`config.mk`:
```
export PLATFORM = sky130hd
export DESIGN_NAME = ldm_rx_capture
export DESIGN_NICKNAME = d
export VERILOG_FILES = /design/src/rtl/ldm_rx_capture.sv
export SDC_FILE = /design/constraint.sdc
export NUM_CORES = 1
export LEC_CHECK = 0
export CAP_MARGIN = 20
export CORE_MARGIN = 3
export CORE_UTILIZATION = 42
export DETAILED_ROUTE_END_ITERATION = 10
export HOLD_SLACK_MARGIN = 0.08
export PLACE_DENSITY = 0.7
export SLEW_MARGIN = 20
export SYNTH_ARGS = -nofsm -noshare
export SYNTH_HDL_FRONTEND = slang
export SYNTH_SLANG_ARGS = --single-unit
```
`constraint.sdc`:
```
create_clock -name clk -period 2.5 [get_ports clk]
set_input_delay 0.375 -clock clk [delete_from_list [all_inputs] [get_ports clk]]
set_output_delay 0.375 -clock clk [all_outputs]
set_load 0.02 [all_outputs]
```
`src/rtl/ldm_rx_capture.sv`:
```
// ldm_rx_capture: oversampling receiver for the LDM scan bus, rebuilding
// each 16-row scan into a 256-bit frame with valid/sequence-error pulses.
module ldm_rx_capture #(
    parameter int SYNC_STAGES = 2,
    parameter int TIMEOUT_CYC = 1024
) (
    input  logic         clk,
    input  logic         rstn,
    input  logic         LDM_CLK,
    input  logic         LDM_ADDR_EN,
    input  logic [3:0]   LDM_ADDR,
    input  logic [0:15]  LDM_LINE_DATA,
    output logic [0:255] FRAME_DATA_256,
    output logic         FRAME_VALID,
    output logic         SEQ_ERR,
    output logic         BUSY,
    output logic [3:0]   ROW_PTR,
    output logic [7:0]   FRAME_CNT
);
    typedef enum logic {IDLE, COLLECT} state_t;
    state_t state_q, state_n;
    logic [21:0] sync_q [SYNC_STAGES];
    logic [21:0] s;
    logic clk_d, strobe, store, done, err;
    logic [3:0] addr, ptr_n;
    logic [0:15] row;
    logic [15:0] tcnt_q, tcnt_n;
    logic [0:255] row_buf;
    // All bus signals share one chain so strobe, address and data stay aligned
    assign s = sync_q[SYNC_STAGES-1];
    assign strobe = s[21] & ~clk_d & s[20];
    assign addr = s[19:16];
    assign row = s[15:0];
    assign BUSY = state_q == COLLECT;
    always_comb begin
        state_n = state_q;
        ptr_n = ROW_PTR;
        tcnt_n = tcnt_q;
        store = 1'b0;
        done = 1'b0;
        err = 1'b0;
        if (state_q == IDLE) begin
            if (strobe && addr == 4'd0) begin
                store = 1'b1;
                ptr_n = 4'd1;
                tcnt_n = '0;
                state_n = COLLECT;
            end
        end else if (strobe) begin
            tcnt_n = '0;
            if (addr == 4'd0) begin
                store = 1'b1;
                ptr_n = 4'd1;
            end else if (addr == ROW_PTR) begin
                store = 1'b1;
                done = addr == 4'd15;
                ptr_n = done ? 4'd0 : ROW_PTR + 4'd1;
                state_n = done ? IDLE : COLLECT;
            end else begin
                err = 1'b1;
                ptr_n = 4'd0;
                state_n = IDLE;
            end
        end else if (tcnt_q == 16'(TIMEOUT_CYC - 1)) begin
            err = 1'b1;
            ptr_n = 4'd0;
            tcnt_n = '0;
            state_n = IDLE;
        end else begin
            tcnt_n = tcnt_q + 16'd1;
        end
    end
    always_ff @(posedge clk) begin
        if (!rstn) begin
            for (int i = 0; i < SYNC_STAGES; i++) sync_q[i] <= '0;
            clk_d <= 1'b0;
            state_q <= IDLE;
            ROW_PTR <= '0;
            tcnt_q <= '0;
            row_buf <= '0;
            FRAME_DATA_256 <= '0;
            FRAME_VALID <= 1'b0;
            SEQ_ERR <= 1'b0;
            FRAME_CNT <= '0;
        end else begin
            sync_q[0] <= {LDM_CLK, LDM_ADDR_EN, LDM_ADDR, LDM_LINE_DATA};
            for (int i = 1; i < SYNC_STAGES; i++) sync_q[i] <= sync_q[i-1];
            clk_d <= s[21];
            state_q <= state_n;
            ROW_PTR <= ptr_n;
            tcnt_q <= tcnt_n;
            if (store) row_buf[{addr, 4'd0} +: 16] <= row;
            // Row 15 bypasses the buffer so the frame is published on the same edge
            if (done) FRAME_DATA_256 <= {row_buf[0:239], row};
            FRAME_VALID <= done;
            SEQ_ERR <= err;
            FRAME_CNT <= FRAME_CNT + 8'(done);
        end
    end
endmodule

```
==> results.cfg <==
[run_status]
run_status = completed

[worst_setup_path]
cp_slowest_stage_delay_ns = 0.62
rr_startpoint = sync_q[0][38]
worstPathCellList = nand4_2 -> or4_4 -> buf_12 -> nand2_1 -> a21oi_1
worstPathMaxFanout = 187
slowest_stage = or4_4
startpoint = sync_q[0][38]
end_kind = flip-flop
worstSetupPathType = flip-flop to flip-flop
critPathLaunchType = flip-flop
cp_data_required_time_ns = 2.97
cp.arrival_ns = 2.83

[synth]
synth.distinct_cells = 47
netlist_area_mm2 = 0.02008
syn_area_per_cell_um2 = 8.333
syn_nets = 2438
synth_warnings = 0
synth_edf_count = 0
synthArstFlopShare_pct = 0
synth_flop_cell = dfxtp_1
synth_sequential_area_ratio_pct = 57.02
ys_seq_elements = 572
syn_inst = 2410

[floorplanning]
io_pins = 295
die-area_mm2 = 0.05048
fp.dieW_um = 224.7
die_y_um = 224.7
start_util_pct = 42.86
coreArea_mm2 = 0.04685
rows = 79

[hold_path]
hold_start = rstn
min_path_type = input port to flip-flop

[finish]
layout_commonest_cell = nand2_1
area_growth_pct = 25.41
drive_above_1_share_pct = 6.712
mostFrequentLayoutCells = nand2_1, dfxtp_1, a21oi_1, clkdlybuf4s50_1, nand3_1
nNetsFinal = 2648
num_antenna_cells = 0

[timing]
finalSetupTns_ns = 0
setup_viol = 0
fin_crit_ns = 2.357
slew_headroom_pct = 40.60
maxSlewViolCount = 0
rsz0062_at_grt = false
fin_skew_ns = 0.02468
fmax_ghz = 0.4243
worst_pin_slew_ns = 0.8911
finalHoldViolCount = 0
period_share_pct = 94.28

[grt]
antenna_found_initial = 3
grt_max_degree = 188
grt_pass1_vias = 16560
grt_usage_pct = 22.92
gr-total-overflow = 0
grt_pass1_wl_um = 92000

[drt]
drt-initial-drc-count = 1453
post-route-drc-count = 0
viasPerCell = 5.251
vias = 17190
wl_per_cell_um = 18.26
postRouteAntennaNets = 0
drt-total-wl_um = 59790
drt_pass1_iterations = 5

[clocking]
cts_tree = done
cts_made_buffers = 58
h-tree-depth = 2
clockBufferDepth = 3
ctsResizeCount = 0
clk_pin_slew_ns = 0.06
root_buffer = clkbuf_16
clock_latency_ns = 0.61
cts_setup_buffers = 0
holdBufCountCts = 0
numClockSinks = 572

[placement]
dp_hpwl_um = 37880
port-buffer-count = 294
routabilityCongestion = 0.8408

[power]
p_leak_nw = 8.338
finalPower_mw = 18.07
p_per_area_mw_per_mm2 = 717.6
max-vdd-ir-drop_uv = 507.7

[run]
drv_cap = 0
==> synthesized netlist by cell type, types with 3 or more instances <==
cell / count / share of area, %
and4_1: 5 / 0.22
ha_1: 4 / 0.25
dfxtp_1: 572 / 57
a31oi_1: 6 / 0.19
nand3_1: 116 / 2.9
o221a_2: 4 / 0.22
buf_6: 26 / 1.5
nand2b_1: 4 / 0.12
buf_1: 8 / 0.15
nor3_1: 8 / 0.20
nor2_1: 19 / 0.36
clkbuf_1: 100 / 1.9
clkbuf_2: 3 / 0.075
and2_1: 48 / 1.5
a311oi_1: 3 / 0.13
a21oi_1: 411 / 10
nand4_2: 7 / 0.44
o21ai_0: 51 / 1.3
nand3b_1: 3 / 0.11
o311a_1: 3 / 0.15
o21ai_1: 50 / 1.2
nand2_1: 831 / 16
buf_2: 47 / 1.2
nand3_2: 3 / 0.15
and3_1: 25 / 0.78
nand4_1: 5 / 0.16
buf_4: 8 / 0.30
xnor2_2: 4 / 0.32
xor2_1: 4 / 0.17
or3_1: 4 / 0.12
nor2b_1: 4 / 0.12
==> path summary, 6_finish.rpt <==
kind | slack (ns) | cells after the start | end
max | 0.14 | 5 | FRAME_DATA_256[159]
max reg2reg | 0.14 | 5 | FRAME_DATA_256[159]
min | 0.20 | 2 | sync_q[0][25]
min reg2reg | 0.42 | 1 | sync_q[0][37]
==> sequential cells by signal (all words and copies together) (netlist names) <==
name / count
FRAME_DATA_256: 256
sync_q: 44
row_buf: 240
BUSY: 1
FRAME_VALID: 1
tcnt_q: 16
SEQ_ERR: 1
clk_d: 1
FRAME_CNT: 8
ROW_PTR: 4
==> where the power goes <==
part,switching [mW],internal (mW)
Combinational,0.305,0.102
Clock,3.63,4.87
Sequential,0.0196,9.15
==> area by class of cell <==
cell class / instances / area [um2]
clock buffer: 83 / 1715
clock inverter: 24 / 181.4
fill: 4329 / 21670
tap: 607 / 759.5
inverter: 2 / 15.01
timing repair buffer: 344 / 3466
sequential: 572 / 11450
multi-input combinational: 1642 / 7599
==> worst max-delay path: cells and delay by family (launching register included) <==
kind	cells	cell delay, ns
compound gates	1	0.08
buf+inv	1	0.30
flops	1	0.56
simple gates	3	1.12
==> layer usage <==
layer / GRT usage [%] / up-vias / wire [um]
met2: 37.66 / 580 / 27650
met3: 4.464 / 114 / 4280
met1: 30.23 / 8127 / 25950
met4: 8.181 / 6 / 1876
li1: - / 8365 / -
met5: 0 / - / 41
==> per-stage QoR <==
stage | setup slack [ns] | hold WS [ns] | util [%] | area, um2 | instances
final | 0.1429 | 0.2037 | 53.76 | 25190 | 3274
after global placement | 0.3898 | 0.4208 | 49.71 | 23290 | 3167
after detailed placement | 0.2707 | 0.4189 | 49.71 | 23290 | 3167
after global routing | 0.06152 | 0.1911 | 53.76 | 25190 | 3274
after CTS | 0.1836 | 0.1674 | 53.76 | 25190 | 3274
after floorplan | 0.4437 | 0.4119 | - | 20080 | 2410
==> kinds of logic after synthesis <==
group / synth area share, %
flops: 57.02
buf+inv: 5.208
compound gates: 13.74
xor+xnor: 0.5856
simple gates: 23.19
fa+ha+maj: 0.2492
Power figures use the tool's default switching activity.
